==> config.mk <==
export PLATFORM = sky130hd
export DESIGN_NAME = param_register_file
export DESIGN_NICKNAME = d
export VERILOG_FILES = /design/src/rtl/rf_pkg.sv /design/src/rtl/param_register_file_gpr.sv /design/src/rtl/param_register_file.sv
export SDC_FILE = /design/constraint.sdc
export NUM_CORES = 1
export LEC_CHECK = 0
export CAP_MARGIN = 0
export CORE_MARGIN = 10
export CORE_UTILIZATION = 41
export CTS_CLUSTER_DIAMETER = 100
export CTS_CLUSTER_SIZE = 10
export DETAILED_ROUTE_END_ITERATION = 10
export PLACE_DENSITY_LB_ADDON = 0.1
export SLEW_MARGIN = 20
export SYNTH_ARGS = -nofsm -noshare
export SYNTH_HDL_FRONTEND = slang
export SYNTH_SLANG_ARGS = --single-unit
==> constraint.sdc <==
create_clock -name clk -period 3 [get_ports clk]
set_clock_uncertainty 0.15 [all_clocks]
set_input_delay 0.45 -clock clk [delete_from_list [all_inputs] [get_ports clk]]
set_output_delay 0.45 -clock clk [all_outputs]
set_load 0.05 [all_outputs]
==> src/rtl/rf_pkg.sv <==
// Shared index map and sizing helpers for the parametrised register file.
// Optional feature macro: RF_INC_SATURATE_EN (saturating increments).
package rf_pkg;

  localparam int unsigned IDX_AR   = 0;
  localparam int unsigned IDX_DR   = 1;
  localparam int unsigned IDX_PC   = 2;
  localparam int unsigned IDX_IR   = 3;
  localparam int unsigned IDX_AC   = 4;
  localparam int unsigned GPR_BASE = 5;

  // Wide enough for the largest legal configuration (27 GPRs -> 34 entries)
  typedef logic [5:0] rf_idx_t;

  function automatic int unsigned sel_w(input int unsigned num_gpr);
    return $clog2(7 + num_gpr);
  endfunction

endpackage

==> src/rtl/param_register_file_gpr.sv <==
// One general-purpose register: clear beats write, write beats increment.
// With RF_INC_SATURATE_EN the increment sticks at all-ones and flags it.
module rf_gpr_cell #(
  parameter int unsigned DATA_W = 16,
  parameter logic        INC_EN = 1'b0
) (
  input  logic              clk,
  input  logic              rst_n,
  input  logic              clr,
  input  logic              wen,
  input  logic [DATA_W-1:0] wdata,
  input  logic              inc,
`ifdef RF_INC_SATURATE_EN
  output logic              sat,
`endif
  output logic [DATA_W-1:0] q
);

  logic [DATA_W-1:0] q_r;
  logic [DATA_W-1:0] d_s;
  logic              bump_s;

  // Next-state selection in priority order
  always_comb begin
    bump_s = INC_EN && inc && !clr && !wen;
`ifdef RF_INC_SATURATE_EN
    sat = bump_s && (q_r == {DATA_W{1'b1}});
`endif
    if (clr) begin
      d_s = '0;
    end else if (wen) begin
      d_s = wdata;
    end else if (bump_s) begin
`ifdef RF_INC_SATURATE_EN
      d_s = (q_r == {DATA_W{1'b1}}) ? q_r : q_r + DATA_W'(1);
`else
      d_s = q_r + DATA_W'(1);
`endif
    end else begin
      d_s = q_r;
    end
  end

  // Register storage
  always_ff @(posedge clk or negedge rst_n) begin
    if (!rst_n) begin
      q_r <= '0;
    end else begin
      q_r <= d_s;
    end
  end

  assign q = q_r;

endmodule

==> src/rtl/param_register_file.sv <==
// Core datapath register file: AR/DR/PC/IR/AC, NUM_GPR general registers and
// constant IDX/IDY. Optional macro RF_INC_SATURATE_EN adds saturation + INC_SAT.
module param_register_file
  import rf_pkg::*;
#(
  parameter int unsigned          DATA_W   = 16,
  parameter int unsigned          NUM_GPR  = 7,
  parameter logic [DATA_W-1:0]    CORE_X   = '0,
  parameter logic [DATA_W-1:0]    CORE_Y   = '0,
  parameter logic [NUM_GPR-1:0]   INC_MASK = 7'b0000010
) (
  input  logic                        clk,
  input  logic                        rst_n,
  input  logic                        WEN,
  input  logic [sel_w(NUM_GPR)-1:0]   WSEL,
  input  logic                        REN,
  input  logic [sel_w(NUM_GPR)-1:0]   RSEL,
  input  logic                        MEMREAD,
  input  logic [DATA_W-1:0]           DIN,
  input  logic [DATA_W-1:0]           BIN,
  input  logic [DATA_W-1:0]           INSIN,
  input  logic [NUM_GPR-1:0]          CLR,
  input  logic [NUM_GPR-1:0]          INC,
  input  logic                        PCINC,
  input  logic                        ALU_LD,
  input  logic [sel_w(NUM_GPR)-1:0]   ALU_SEL,
  output logic [DATA_W-1:0]           BOUT,
  output logic [DATA_W-1:0]           ALUOUT,
  output logic [DATA_W-1:0]           DMADDR,
  output logic [DATA_W-1:0]           IMADDR,
  output logic [DATA_W-1:0]           DOUT,
  output logic [DATA_W-1:0]           ACOUT,
  output logic [DATA_W-1:0]           IROUT,
`ifdef RF_INC_SATURATE_EN
  output logic                        INC_SAT,
`endif
  output logic                        RD_ERR
);

  localparam int unsigned        SEL_W   = sel_w(NUM_GPR);
  localparam int unsigned        NUM_REG = 7 + NUM_GPR;
  localparam int unsigned        IDX_X   = GPR_BASE + NUM_GPR;
  localparam int unsigned        IDX_Y   = IDX_X + 1;
  localparam logic [SEL_W-1:0]   MAX_SEL = SEL_W'(IDX_Y);

  logic [DATA_W-1:0]  ar_r, dr_r, pc_r, ir_r, ac_r, alu_r;
  logic               rd_err_r;
  logic [DATA_W-1:0]  wdata_s, regout_s, alu_d_s, pc_nxt_s;
  logic               wr_ok_s, err_s;
  logic               we_ar_s, we_dr_s, we_pc_s, we_ir_s, we_ac_s;
  logic [NUM_GPR-1:0] gpr_we_s;
  logic [DATA_W-1:0]  gpr_q_s [NUM_GPR];
  logic [DATA_W-1:0]  regs_s  [NUM_REG];
`ifdef RF_INC_SATURATE_EN
  logic               inc_sat_r;
  logic               pc_sat_s;
  logic [NUM_GPR-1:0] gpr_sat_s;
`endif

  // Write decode and illegal-index detection; IDX/IDY decode to no target
  always_comb begin
    wdata_s = MEMREAD ? DIN : BIN;
    wr_ok_s = WEN && (WSEL <= MAX_SEL);
    err_s   = (REN && (RSEL > MAX_SEL)) || (WEN && (WSEL > MAX_SEL)) ||
              (ALU_LD && (ALU_SEL > MAX_SEL));
    we_ar_s = wr_ok_s && (WSEL == SEL_W'(IDX_AR));
    we_dr_s = wr_ok_s && (WSEL == SEL_W'(IDX_DR));
    we_pc_s = wr_ok_s && (WSEL == SEL_W'(IDX_PC));
    we_ir_s = wr_ok_s && (WSEL == SEL_W'(IDX_IR));
    we_ac_s = wr_ok_s && (WSEL == SEL_W'(IDX_AC));
    for (int g = 0; g < NUM_GPR; g++) begin
      gpr_we_s[g] = wr_ok_s && (WSEL == SEL_W'(GPR_BASE + g));
    end
  end

  // PC next value: a bus write overrides the increment
  always_comb begin
    pc_nxt_s = pc_r;
`ifdef RF_INC_SATURATE_EN
    pc_sat_s = 1'b0;
`endif
    if (we_pc_s) begin
      pc_nxt_s = wdata_s;
    end else if (PCINC) begin
`ifdef RF_INC_SATURATE_EN
      pc_sat_s = (pc_r == {DATA_W{1'b1}});
      pc_nxt_s = pc_sat_s ? pc_r : pc_r + DATA_W'(1);
`else
      pc_nxt_s = pc_r + DATA_W'(1);
`endif
    end else begin
      pc_nxt_s = pc_r;
    end
  end

  for (genvar g = 0; g < NUM_GPR; g++) begin : g_gpr
    rf_gpr_cell #(
      .DATA_W (DATA_W),
      .INC_EN (INC_MASK[g])
    ) u_cell (
      .clk   (clk),
      .rst_n (rst_n),
      .clr   (CLR[g]),
      .wen   (gpr_we_s[g]),
      .wdata (wdata_s),
      .inc   (INC[g]),
`ifdef RF_INC_SATURATE_EN
      .sat   (gpr_sat_s[g]),
`endif
      .q     (gpr_q_s[g])
    );
  end

  // Flatten the index map and select the read and ALU operands
  always_comb begin
    regs_s[IDX_AR] = ar_r;
    regs_s[IDX_DR] = dr_r;
    regs_s[IDX_PC] = pc_r;
    regs_s[IDX_IR] = ir_r;
    regs_s[IDX_AC] = ac_r;
    for (int g = 0; g < NUM_GPR; g++) begin
      regs_s[GPR_BASE + g] = gpr_q_s[g];
    end
    regs_s[IDX_X] = CORE_X;
    regs_s[IDX_Y] = CORE_Y;
    regout_s = '0;
    alu_d_s  = '0;
    for (int i = 0; i < NUM_REG; i++) begin
      regout_s = (REN && (RSEL == SEL_W'(i))) ? regs_s[i] : regout_s;
      alu_d_s  = (ALU_SEL == SEL_W'(i)) ? regs_s[i] : alu_d_s;
    end
  end

  // Special-purpose registers, ALU operand latch and sticky flags
  always_ff @(posedge clk or negedge rst_n) begin
    if (!rst_n) begin
      ar_r     <= '0;
      dr_r     <= '0;
      pc_r     <= '0;
      ir_r     <= '0;
      ac_r     <= '0;
      alu_r    <= '0;
      rd_err_r <= 1'b0;
`ifdef RF_INC_SATURATE_EN
      inc_sat_r <= 1'b0;
`endif
    end else begin
      if (we_ar_s) ar_r <= wdata_s;
      if (we_dr_s) dr_r <= wdata_s;
      if (we_ir_s) ir_r <= INSIN;
      if (we_ac_s) ac_r <= wdata_s;
      pc_r <= pc_nxt_s;
      if (ALU_LD) alu_r <= alu_d_s;
      rd_err_r <= rd_err_r | err_s;
`ifdef RF_INC_SATURATE_EN
      inc_sat_r <= inc_sat_r | pc_sat_s | (|gpr_sat_s);
`endif
    end
  end

  assign BOUT   = MEMREAD ? DIN : regout_s;
  assign ALUOUT = alu_r;
  assign DMADDR = ar_r;
  assign IMADDR = pc_r;
  assign DOUT   = dr_r;
  assign ACOUT  = ac_r;
  assign IROUT  = ir_r;
  assign RD_ERR = rd_err_r;
`ifdef RF_INC_SATURATE_EN
  assign INC_SAT = inc_sat_r;
`endif

endmodule

==> run summary <==
Leakage: 7.22 nW
Required @ worst endpoint: 2.40 ns
CP peak stage delay: 0.44 ns
Flops & latches, synth: 209
RSZ-0062 raised after global routing: false
Final Setup Violations: 0
Cells after synthesis: 1471
Pre-antenna DRT Iters: 5
Antenna violations before repair: 0
Starting Density: 0.417
Total clock sinks: 209
Vias: 13600
Design Area, Final: 0.0172 mm²
WL per Instance: 29.2 µm
Maximum fanout along the worst path: 10
Setup CP Type: input port to primary output
Distinct cells, synth: 72
Via density: 6.37
Post-route ant nets: 0
YS warnings: 0
Boundary Pins: 194
WP data arrival: 2.38 ns
Hold/Removal Path Class: input port to async pin
TritonCTS Buffers: 24
R2r setup slk: 0.85 ns
Number of synthesized flops with an enable pin: 0
Cell Chain, Critical Path: clkdlybuf4s15_2, buf_12, nor3b_1, and2_1, buf_4, a2bb2oi_1, o211ai_1, a21o_1, buf_12
Insertion delay to the later sink of the worst-skew pair: 0.53 ns
Reg clk slew, reported paths: 0.06 ns
Register area share after synthesis: 0.408
Worst Tran Pin Value: 1.05 ns
Synth area leaders: dfrtp_1 41%, a211oi_1 6.8%, o21ai_0 5.0%, nor2_1 5.0%, nand2_1 4.2%
VDD IR-drop max: 706 µV
Worst rel slew slack: 0.300
Post-layout nets: 1828
Worst path slowest cell: o211ai_1
Ant. Diodes: 0
Design Power: 9.92 mW
Setup ws final: 0.0153 ns
Crit start category: input port
Fin crit share: 0.995
WHS: 0.253 ns
Largest net degree at the start of global routing: 83
Max cap viols: 0
Leading area contributor after synthesis: dfrtp_1
Core area: 0.0307 mm²
Clk buf depth: 3
DRC viols: 0
Die area: 0.0388 mm²
Post-synth ARST share: 1.00
Share of cells above drive strength 1: 0.198
Cell Area, Synth: 0.0128 mm²
IO Port Bufs: 187
Detailed Route WL: 62600 µm
Row count: 64
FMAX: 0.335 GHz
Placed cell areas: 0.0163 mm²
Dpl hpwl: 47500 µm
Initial drt markers: 1854
Post-route setup TNS: 0 ns
Syn nets: 1554
Worst Setup End Kind: primary output
Die Ht: 197 µm
PwrDens: 575 mW/mm²
Via count of the first global-routing pass: 13200
Post-synthesis average cell area: 8.72 µm²
GRT Resource Usage Total: 0.315
Most common cell on crit path: buf_12
CTS tree: done
Post-place setup slack: -0.375 ns
Gr ovfl total: 0
Slew Limit Fails: 0
CTS H-tree lvls: 1
Post-synth top area share: 0.408
Status: complete, no violations
Min cycle time layout: 2.98 ns
Root buf cell: clkbuf_16
Synthesis-to-layout area growth: 34.5%
Die Wd: 197 µm
Hold Vio Cnt, Final: 0
Routability cong.: 1.07
Main flop type after synthesis: dfrtp_1
First-pass GRT wire length: 90900 µm
-- state kept, by name, indices dropped and copies added, names as in the netlist --
signal and cells:
IROUT 16, g_gpr.u_cell.q 112, ACOUT 16, ALUOUT 16, IMADDR 16, DMADDR 16, DOUT 16, RD_ERR 1
-- cell families after synthesis --
kind of cell / after synthesis / share of synthesized area
and+or+nand+nor: 501 / 0.183
AOI/OAI and AO/OA: 495 / 0.261
DFF: 209 / 0.408
muxes: 71 / 0.0709
adders and majority gates: 2 / 0.00195
buffers and inverters: 163 / 0.0554
xor gates and xnor gates: 30 / 0.0205
-- area by class of cell --
cell class / instances / area, µm²
sequential: 209 / 5230
tap: 396 / 495
inverter: 21 / 78.8
fill: 2861 / 13500
clock buffer: 26 / 629
timing repair buffer: 390 / 3750
multi-input combinational: 1099 / 7070
-- layer usage --
metal / global-route usage / routed length [µm]
met5: 0 / 0
met4: 0.137 / 2890
met3: 0.0777 / 6860
met2: 0.470 / 27300
met1: 0.425 / 25600
-- cells in the mapped netlist, drive strengths merged (3+ instances only) --
cell and count:
nor2b 20, nor2 172, nand2b 23, nand4 25
a221o 6, nand2 143, o32ai 6, a31oi 8
nand3b 9, nand3 39, mux2i 29, xor2 16
a21boi 10, and3b 3, a21o 14, o2bb2ai 12
o22ai 10, o21a 9, a211oi 116, o221ai 4
mux4 13, buf 62, nor4 10, a32oi 7
o21ai 130, a22oi 27, clkbuf 80, xnor2 14
nor3b 4, and2 9, mux2 29, a2bb2oi 4
nand4b 3, dfrtp 209, o211ai 8, a221oi 22
a22o 3, a311oi 7, a21oi 68, and3 8
nor3 24, inv 20, o32a 6, a211o 5
-- stage by stage --
step                instances   util
CTS                      2140  0.559
global route             2141  0.561
finish                   2141  0.561
global placement         2103  0.530
floorplan                1471      -
detailed placement       2103  0.530
-- layout by cell type (no fill, tap or decap), types with 8 or more instances in the layout --
cell	n
a31oi_1	8
clkbuf_16	25
o2bb2ai_1	12
clkdlybuf4s50_1	163
mux4_2	13
nand3_1	39
buf_12	25
xor2_1	16
a21oi_1	66
o211ai_1	8
a211oi_1	116
o22ai_1	10
nand4_1	25
xnor2_1	14
buf_4	186
and3_1	8
nor3_1	18
nor2_2	8
inv_1	20
mux2i_1	29
o21ai_0	118
o21a_1	9
nand2b_1	20
nor2b_1	15
nor2_1	164
a221oi_1	19
nand2_1	142
dfrtp_1	209
a21o_1	14
nand3b_1	9
a22oi_1	24
mux2_2	29
-- power by group --
group	leakage, nW	internal, mW	switching, mW
Clock	0.309	1.46	1.14
Combinational	4.13	1.31	2.29
Sequential	2.78	3.14	0.587
Total	7.22	5.90	4.02
-- path summary, 6_finish.rpt --
| kind | start | endpoint | depth (start not counted) |
|---|---|---|---|
| max | REN | BOUT[7] | 9 |
| min | rst_n | IROUT[12]$_DFFE_PN0P_ | 2 |
| max reg2reg | IMADDR[2]$_DFFE_PN0P_ | ALUOUT[2]$_DFFE_PN0P_ | 6 |
| min reg2reg | ALUOUT[13]$_DFFE_PN0P_ | ALUOUT[13]$_DFFE_PN0P_ | 2 |
| max in group asynchronous | rst_n | g_gpr[4].u_cell.q[3]$_DFFE_PN0P_ | 3 |
| min in group clk | ALUOUT[13]$_DFFE_PN0P_ | ALUOUT[13]$_DFFE_PN0P_ | 2 |
-- timing repair --
| action | CTS | global route |
|---|---|---|
| gates cloned | 3 | 0 |
| hold buffers | 1 | 0 |
| setup endpoints to repair | 16 | 16 |
| hold endpoints to repair | 28 | 0 |
| buffers inserted | 7 | 1 |
| gates resized for setup | 43 | 21 |
| pin swaps | 8 | 8 |
-- critical path, delay by kind of cell --
| family | cells | cell delay (ns) |
|---|---|---|
| AOI/OAI and AO/OA | 3 | 0.77 |
| buffers and inverters | 4 | 0.68 |
| and+or+nand+nor | 2 | 0.49 |
(Power assumes the default switching activity.)
